[src/rtl/pattern_scan_arb.sv]
// pattern_scan_arb: two-requester round-robin arbiter feeding a serial
// overlapping "101" detector. The granted word is shifted out MSB first.
// Each detection sets the matching bit of match_mask and bumps a saturating count.
module pattern_scan_arb #(
   parameter int DW = 8
) (
   input  logic          Clk,
   input  logic          Clr,
   input  logic          req0,
   input  logic          req1,
   input  logic [DW-1:0] data0,
   input  logic [DW-1:0] data1,
   output logic          gnt0,
   output logic          gnt1,
   output logic          busy,
   output logic          result_valid,
   output logic          result_id,
   output logic [3:0]    result_count,
   output logic [DW-1:0] match_mask
);

   typedef enum logic [1:0] {
      IDLE   = 2'd0,
      SHIFT  = 2'd1,
      REPORT = 2'd2
   } state_t;

   typedef enum logic [1:0] {
      S0 = 2'd0,
      S1 = 2'd1,
      S2 = 2'd2,
      S3 = 2'd3
   } det_t;

   state_t        state_reg, state_next;
   det_t          det_reg, det_next;
   logic [DW-1:0] shift_reg;
   logic [DW-1:0] pos_reg;     // one-hot: mask position of the bit being consumed
   logic [DW-1:0] mask_reg, mask_next;
   logic [3:0]    count_reg, count_next;
   logic          id_reg;
   // Stored as "requester 0 served last" so that every register resets to
   // zero; a zero here means requester 1 was served last, so req0 wins the first tie.
   logic          last0_reg;
   logic          gnt0_reg, gnt1_reg;

   logic          grant;
   logic          win1;
   logic          serial_bit;
   logic          last_bit;
   logic          hit;

   assign grant      = (state_reg == IDLE) && (req0 || req1);
   assign win1       = req1 && (!req0 || last0_reg);
   assign serial_bit = shift_reg[DW-1];
   assign last_bit   = pos_reg[0];
   assign hit        = (det_reg == S2) && serial_bit;

   // State register with asynchronous clear.
   always_ff @(posedge Clk or posedge Clr) begin
      if (Clr) begin
         state_reg <= IDLE;
      end else begin
         state_reg <= state_next;
      end
   end

   // Next-state logic. An unused encoding falls back to IDLE.
   always_comb begin
      state_next = IDLE;
      case (state_reg)
         IDLE:    state_next = grant ? SHIFT : IDLE;
         SHIFT:   state_next = last_bit ? REPORT : SHIFT;
         REPORT:  state_next = IDLE;
         default: state_next = IDLE;
      endcase
   end

   // Status outputs are decoded from the registered state.
   always_comb begin
      busy         = (state_reg != IDLE);
      result_valid = (state_reg == REPORT);
   end

   // Overlapping "101" detector transition for the current serial bit.
   always_comb begin
      det_next = S0;
      case (det_reg)
         S0:      det_next = serial_bit ? S1 : S0;
         S1:      det_next = serial_bit ? S1 : S2;
         S2:      det_next = serial_bit ? S3 : S0;
         S3:      det_next = serial_bit ? S1 : S2;
         default: det_next = S0;
      endcase
   end

   // A detection marks the mask bit that the one-hot position currently points at.
   generate
      for (genvar gi = 0; gi < DW; gi++) begin : g_mask
         assign mask_next[gi] = mask_reg[gi] | (hit & pos_reg[gi]);
      end
   endgenerate

   assign count_next = (hit && (count_reg != 4'd15)) ? count_reg + 4'd1 : count_reg;

   // Datapath: the grant loads a job, SHIFT consumes one bit per edge, and
   // results hold untouched from REPORT until the next grant.
   always_ff @(posedge Clk or posedge Clr) begin
      if (Clr) begin
         gnt0_reg  <= 1'b0;
         gnt1_reg  <= 1'b0;
         shift_reg <= '0;
         pos_reg   <= '0;
         mask_reg  <= '0;
         count_reg <= 4'd0;
         det_reg   <= S0;
         id_reg    <= 1'b0;
         last0_reg <= 1'b0;
      end else begin
         gnt0_reg <= grant && !win1;
         gnt1_reg <= grant && win1;
         if (grant) begin
            shift_reg <= win1 ? data1 : data0;
            pos_reg   <= {1'b1, {(DW-1){1'b0}}};
            mask_reg  <= '0;
            count_reg <= 4'd0;
            det_reg   <= S0;
            id_reg    <= win1;
            last0_reg <= !win1;
         end else if (state_reg == SHIFT) begin
            shift_reg <= shift_reg << 1;
            pos_reg   <= pos_reg >> 1;
            mask_reg  <= mask_next;
            count_reg <= count_next;
            det_reg   <= det_next;
         end
      end
   end

   assign gnt0         = gnt0_reg;
   assign gnt1         = gnt1_reg;
   assign result_id    = id_reg;
   assign result_count = count_reg;
   assign match_mask   = mask_reg;

endmodule

[config.mk]
export PLATFORM = sky130hd
export DESIGN_NAME = pattern_scan_arb
export DESIGN_NICKNAME = d
export VERILOG_FILES = /design/src/rtl/pattern_scan_arb.sv
export SDC_FILE = /design/constraint.sdc
export NUM_CORES = 1
export LEC_CHECK = 0
export CORE_AREA = 2 2 56 63
export CTS_CLUSTER_DIAMETER = 200
export DETAILED_ROUTE_END_ITERATION = 6
export DIE_AREA = 0 0 58 65
export PLACE_DENSITY = 0.8
export SLEW_MARGIN = 20
export SYNTH_ARGS = -nofsm -noshare
export SYNTH_HDL_FRONTEND = slang
export SYNTH_SLANG_ARGS = --single-unit
[constraint.sdc]
create_clock -name Clk -period 3.7 [get_ports Clk]
set_input_delay 0.74 -clock Clk [delete_from_list [all_inputs] [get_ports Clk]]
set_output_delay 0.74 -clock Clk [all_outputs]
set_load 0.01 [all_outputs]
# Word level (Yosys, flattened, before mapping)
# Cells that the tools add are included.
[word_totals]
reg_bits = 36
input_bits = 20
[op_classes]
add_sub_neg = 1
eq_ne = 6
n_mux = 19
bitwise = 16
reduce_logical = 17
[op_table]
columns = ["cell", "count"]
rows = [
  ["8-bit two-way mux", 7],
  ["4-bit two-way mux", 3],
  ["2-bit two-way mux", 5],
  ["1-bit bitwise AND", 8],
  ["1-bit bitwise OR", 8],
  ["2-bit equality test (second input constant)", 3],
  ["1-bit logical AND", 6],
  ["2-bit case mux with 3 select lines", 1],
  ["2-bit nonzero test", 3],
  ["4-bit by 1-bit adder with 4-bit output (second input constant)", 1],
  ["2-bit by 1-bit equality test with 1-bit output (second input constant)", 2],
  ["2-bit zero test", 2],
  ["4-bit != test (second input constant)", 1],
  ["2-bit case mux with 2 select lines", 1],
  ["1-bit zero test", 2],
  ["1-bit logical OR", 2],
  ["1-bit two-way mux", 2],
  ["2-bit AND reduction", 1],
  ["2-bit OR reduction", 1],
]

# Depth between registers and ports, before layout
# Gate-level depths: netlist of the first run.
[logic_depth]
ltp_word = 6
depth_mapped = 4

# Worst setup path after synthesis of the first run
# No wires, ideal clock.
[synth_timing]
kind = "input to register"
from = "in req1"
to = "reg mask_reg[0] (netlist: match_mask[0])"
arrival_ps = 1551
required_time_ps = 3579
setup_slack_ps = 2028
path_stages = 4
path_buffers = 2
path_cell_list = "clkbuf_1 o21ai_0 buf_2 a22o_1"
[synth_via]
elab_chain_len = 3
elab_cells_between_ends = 4
classes_between = "1 x mux; 3 x reduce/logical"
[synth_rtl]
columns = ["item", "line", "text"]
rows = [
  ["start: declaration", "10", "input logic req1,"],
  ["1-bit logical OR *", "53", "assign grant = (state_reg == IDLE) && (req0 || req1);"],
  ["1-bit logical AND *", "53", ""],
  ["8-bit two-way mux / 2-bit nonzero test (equally long branches)", "n/a", ""],
  ["end signal: assignment", "133", "mask_reg <= mask_next;"],
  ["end: declaration", "39", "logic [DW-1:0] mask_reg, mask_next;"],
]
# Every way passes the cells marked *; elsewhere a longest branch is shown, timed or not.
# A chain may end at the register's enable or synchronous reset.

# Worst setup path after layout of the first run
[layout_timing]
from = "reg state_reg[0]"
to = "out busy"
[layout_via]
elab_chain_len = 1
[layout_rtl]
columns = ["item", "line", "text"]
rows = [
  ["start: declaration", "35", "state_t state_reg, state_next;"],
  ["start signal: assignment", "64", "state_reg <= state_next;"],
  ["2-bit nonzero test", "81", "busy = (state_reg != IDLE);"],
  ["end: declaration", "15", "output logic busy,"],
]
# Every way passes these cells.

==> results of run 1 <==
## metal layers
layer  global-route usage, %  up-vias  part of all wire [%]
met3                    6.39        4                   4.9
met2                    34.1       39                    50
met4                    4.94        0                  0.93
met1                    30.0      627                    44
met5                       0        -                     0
li1                        -      595                     -
## worst paths after layout
| kind | depth (start not counted) | startpoint | slack, ns | to |
|---|---|---|---|---|
| max | 3 | state_reg[0] | 1.02 | busy |
| min in group asynchronous | 3 | Clr | 0.79 | match_mask[3] |
| max in group asynchronous | 3 | Clr | 2.60 | shift_reg[5] |
| min reg2reg | 1 | result_id | 0.50 | result_id |
| max reg2reg | 3 | state_reg[0] | 2.03 | shift_reg[4] |
| min | 1 | result_id | 0.50 | result_id |
## power by group
part	internal (mW)	switching, mW	leakage, nW	total [mW]
sequential	0.524	0.111	0.481	0.635
combinational	0.260	0.241	0.368	0.501
clock	0.278	0.136	0.0654	0.414
## cells in the mapped netlist
cell type	count
buf_2	5
nand4_1	7
and4bb_2	1
a21o_1	2
ha_1	1
clkbuf_1	3
dfrtp_1	36
and4_1	1
nand3_1	2
nor2_1	5
a221o_1	1
or3_1	2
nor3_1	1
nand2_1	1
a32oi_1	7
nand2b_1	1
inv_1	4
nor2b_1	1
a22o_1	16
mux2i_1	2
clkinv_1	1
nor3b_1	1
and3_1	2
nor2_2	1
a211oi_2	2
nand4b_1	1
a31oi_1	8
and2_1	3
nand2_2	1
a32o_1	1
a21oi_1	9
o21ai_0	5
## kinds of logic (layout without fill, tap and decap cells)
logic type / count (synthesis) / in the layout / share of synthesized area (%)
flops: 36 / 36 / 57.8
buf+inv: 13 / 51 / 3.53
compound gates: 51 / 51 / 24.5
simple gates: 31 / 31 / 12.0
fa+ha+maj: 1 / 1 / 0.803
mux: 2 / 2 / 1.29
## stage by stage
| stage | instance area, µm² | utilization (%) | hold slack [ns] | power, mW | cells |
|---|---|---|---|---|---|
| floorplan | 1560 | - | 0.459 | 0.924 | 134 |
| global placement | 1940 | 60.8 | 0.463 | 1.11 | 200 |
| detailed placement | 1940 | 60.8 | 0.468 | 1.15 | 200 |
| CTS | 2070 | 64.8 | 0.499 | 1.56 | 208 |
| global route | 2070 | 64.8 | 0.540 | 1.65 | 208 |
| finish | 2070 | 64.8 | 0.499 | 1.55 | 208 |
## cell type report
class                   count  area, µm²  share of cell area [%]
multi-input cells          85        602                    29.1
flip-flops and latches     36        901                    43.5
repair buffers             38        375                    18.1
inverters                   5       18.8                   0.907
well taps                  36       45.0                    2.18
clock buffers               5       37.5                    1.81
clock inverters             3       90.1                    4.35
## worst reg2reg max path, cell delays in order (launching register included)
cell	delay (ns)
dfrtp_1	0.56
a211oi_2	0.60
a32oi_1	0.19
a31oi_1	0.22
==> results.json, run 1 <==
{
  "die_h_um": 65,
  "viasPerCell": 6.08,
  "ctsHoldBuffers": 0,
  "dpl_worst_slack_ns": 1.18,
  "most-common-layout-cells": "dfrtp_1, clkdlybuf4s50_1, a22o_1",
  "yosysUniqueCellTypes": 32,
  "synth_area_leaders": "dfrtp_1, a22o_1, a32oi_1",
  "grt_pass1_vias": 1233,
  "cts_tree": "yes",
  "path_delay_family": "buffers and inverters",
  "powerDensity_nw_per_um2": 749,
  "synth-seq-cells": 36,
  "maxCapViolations": 0,
  "coreArea_um2": 3190,
  "nets": 192,
  "die_w_um": 58,
  "syn_inst": 134,
  "clkTransAtPathRegs_ns": 0.12,
  "antenna_found_initial": 0,
  "rsz0062_at_grt": "false",
  "finalSetupTns_ns": 0,
  "ioPinCount": 37,
  "synth_top_cell_by_area": "dfrtp_1",
  "max_freq_mhz": 374,
  "postCtsSetupBuffers": 0,
  "netlist.area_leader.share_pct": 57.8,
  "start_util_pct": 48.8,
  "crit_buf_inv": 2,
  "design.die.area_um2": 3770,
  "vias": 1265,
  "fin_ws_ns": 1.02,
  "grt_max_degree": 37,
  "gp_congestion": 0.876,
  "dp_hpwl_um": 2610,
  "leakage_nw": 0.914,
  "fillCellCount": 252,
  "port_buffers": 36,
  "clockBufferDepth": 2,
  "insertion_delay_ns": 0.35,
  "worstSetupStartpointType": "flip-flop",
  "yosysWarnings": 0,
  "n_antenna_cell": 0,
  "cp.required_ns": 2.96,
  "wl_per_cell_um": 17.5,
  "cts_max_level": 2,
  "drt_iter0_drc": 88,
  "syn_area_per_cell_um2": 11.6,
  "crit_type": "flip-flop to output port",
  "period_minus_slack_ns": 2.68,
  "synthesis.nets": 155,
  "finalCritPeriodShare_pct": 72.3,
  "hold_violations": 0,
  "cts_buffers": 5,
  "postRouteAntennaNets": 0,
  "drcViolationCount": 0,
  "outcome": "complete, no violations",
  "worstPathCellList": "nor2_2 > inv_1 > clkdlybuf4s50_1",
  "ys_seq_area_share_pct": 57.8,
  "drive_gt1_share_pct": 8.72,
  "clkSinkCount": 36,
  "ctsResizeCount": 0,
  "maxSlewHeadroom_pct": 52.0,
  "grt_pass1_wl_um": 6110,
  "drtPass1Iterations": 4,
  "row_count": 22,
  "wl_um": 3640,
  "netlist_area_um2": 1560,
  "worstMarginPinSlew_ns": 0.719,
  "hold_class": "flip-flop to flip-flop",
  "slowest_stage": "dfrtp_1",
  "peakVddDrop_mv": 0.499,
  "grt_usage_pct": 21.8,
  "slew_viol_final": 0,
  "path_max_fanout": 14,
  "setup_violations": 0,
  "cp.arrival_ns": 1.94,
  "end_kind": "output port",
  "clock-root-buffer": "clkbuf_4",
  "grt-ovfl-total": 0,
  "syn2layout_area_growth_pct": 32.9,
  "crit_path_max_incr_delay_ns": 0.56,
  "skew_ns": 0.0122
}
No activity file was read; power rests on OpenSTA's default activity.
==> run 2: changes to the inputs <==
--- a/config.mk
+++ b/config.mk
@@ -5,11 +5,11 @@
 export SDC_FILE = /design/constraint.sdc
 export NUM_CORES = 1
 export LEC_CHECK = 0
-export CORE_AREA = 2 2 56 63
+export CORE_AREA = 2 2 58 65
 export CTS_CLUSTER_DIAMETER = 200
 export DETAILED_ROUTE_END_ITERATION = 6
-export DIE_AREA = 0 0 58 65
-export PLACE_DENSITY = 0.8
+export DIE_AREA = 0 0 60 67
+export PLACE_DENSITY = 0.75
 export SLEW_MARGIN = 20
 export SYNTH_ARGS = -nofsm -noshare
 export SYNTH_HDL_FRONTEND = slang
==> constraint.sdc (replaced) <==
create_clock -name Clk -period 2.7 [get_ports Clk]
set_input_delay 0.54 -clock Clk [delete_from_list [all_inputs] [get_ports Clk]]
set_output_delay 0.54 -clock Clk [all_outputs]
set_load 0.01 [all_outputs]
==> results.json, run 2 (synthesized netlist as in run 1, its figures left out) <==
{
  "period_minus_slack_ns": 2.38,
  "vias": 1277,
  "regArea_um2": 901,
  "crit_type": "flip-flop to output port",
  "design.die.area_um2": 4020,
  "path_max_fanout": 10,
  "ctsResizeCount": 0,
  "slowest_stage": "clkdlybuf4s50_1",
  "worstHoldEndpoint": "result_id",
  "nets": 193,
  "r2r-start": "state_reg[0]",
  "fillCellCount": 281,
  "grt-ovfl-total": 0,
  "cts_tree": "yes",
  "multi_input_area_um2": 602,
  "skew_ns": 0.00840,
  "die_w_um": 60,
  "path_delay_family": "buffers and inverters",
  "n_antenna_cell": 0,
  "cts_max_level": 2,
  "die_h_um": 67,
  "hold_violations": 0,
  "rsz0062_at_grt": "false",
  "drcViolationCount": 0,
  "hold_class": "flip-flop to flip-flop",
  "antenna_found_initial": 0,
  "worstSetupStartpointType": "flip-flop",
  "dp_hpwl_um": 2390,
  "hp-start": "result_id",
  "hold_depth": 1,
  "setup_violations": 0,
  "cp.required_ns": 2.16,
  "slew_viol_final": 0,
  "grt_usage_pct": 19.7,
  "most-common-layout-cells": "dfrtp_1, clkdlybuf4s50_1, a22o_1",
  "viasPerCell": 5.78,
  "dpl_worst_slack_ns": 0.376,
  "outcome": "complete, no violations",
  "grt_max_degree": 37,
  "grt_pass1_vias": 1301,
  "postRouteAntennaNets": 0,
  "leakage_nw": 0.891,
  "clkTransAtPathRegs_ns": 0.11,
  "cts_buffers": 5,
  "worstMarginPinSlew_ns": 0.673,
  "start_util_pct": 46.8,
  "finalSetupTns_ns": 0,
  "finalCritPeriodShare_pct": 88.0,
  "crit_path_max_incr_delay_ns": 0.51,
  "cp.arrival_ns": 1.84,
  "dpl.cell_count": 213,
  "syn2layout_area_growth_pct": 30.3,
  "crit_buf_inv": 2,
  "r2r_cells": 4,
  "peakVddDrop_mv": 0.548,
  "end_kind": "output port",
  "clkSinkCount": 36,
  "grt_pass1_wl_um": 5910,
  "rrSetupSlack_ns": 1.08,
  "row_count": 22,
  "clock-root-buffer": "clkbuf_4",
  "drt_iter0_drc": 127,
  "port_buffers": 36,
  "insertion_delay_ns": 0.34,
  "gp_congestion": 0.884,
  "wl_per_cell_um": 15.8,
  "drtPass1Iterations": 4,
  "r2r-end": "shift_reg[7]",
  "fin_ws_ns": 0.324,
  "ioPinCount": 37,
  "wl_um": 3500,
  "coreArea_um2": 3330,
  "maxCapViolations": 0,
  "maxSlewHeadroom_pct": 55.0,
  "finalNonFillerCells": 221,
  "max_freq_mhz": 421,
  "postCtsSetupBuffers": 0,
  "powerDensity_nw_per_um2": 915,
  "worstPathCellList": "nor2_2 > inv_1 > clkdlybuf4s50_1",
  "clockBufferDepth": 2,
  "drive_gt1_share_pct": 9.25,
  "utilization_pct": 60.9,
  "ctsHoldBuffers": 0
}
-- run 2: changes by cell type in the layout (fill, tap and decap cells not counted), sizes merged --
cell,before,now
clkbuf,5,6
inv,4,5
buf,2,3
clkinv,1,2
bufinv,3,0
-- run 2: final cells by class --
| class | count | area share (%) |
|---|---|---|
| clock buffers | 6 | 2.53 |
| clock inverters | 2 | 0.678 |
| inverters | 5 | 0.925 |
| multi-input cells | 85 | 29.7 |
| flip-flops and latches | 36 | 44.4 |
| well taps | 48 | 2.96 |
| repair buffers | 39 | 18.9 |
-- run 2: worst register-to-register path: cells and delay by family (launching register included) --
kind,cells,cell delay (ns)
compound gates,3,0.94
flops,1,0.40
buf+inv,1,0.19
-- run 2: metrics by stage --
stage | cell area (µm²) | hold slack, ns | power, mW
after floorplan | 1560 | 0.459 | 1.27
after global routing | 2030 | 0.545 | 2.00
after CTS | 2030 | 0.525 | 1.88
after global placement | 1960 | 0.462 | 1.54
after detailed placement | 1960 | 0.494 | 1.56
final | 2030 | 0.512 | 1.86
-- run 2: layer usage --
metal	wire (µm)	part of all wire (%)	GRT usage, %
met1	1550	44	25.8
met2	1690	48	30.8
met3	200	5.7	4.27
met4	59	1.7	9.17
met5	0	0	0
-- run 2: how the worst max path moves through the flow --
| stage | cells past startpoint | from | end | slack, ns |
|---|---|---|---|---|
| floorplan | 4 | req1 | match_mask[0] | 1.23 |
| global placement | 4 | req0 | shift_reg[0] | 0.41 |
| detailed placement | 4 | req1 | shift_reg[0] | 0.38 |
| CTS | 3 | state_reg[1] | busy | 0.30 |
| global route | 3 | state_reg[1] | busy | 0.14 |
| finish | 3 | state_reg[1] | busy | 0.32 |
-- run 2: report_power, final --
| part | switching, mW | total [mW] | internal (mW) |
|---|---|---|---|
| Combinational | 0.329 | 0.689 | 0.360 |
| Sequential | 0.142 | 0.860 | 0.718 |
| Clock | 0.178 | 0.307 | 0.129 |
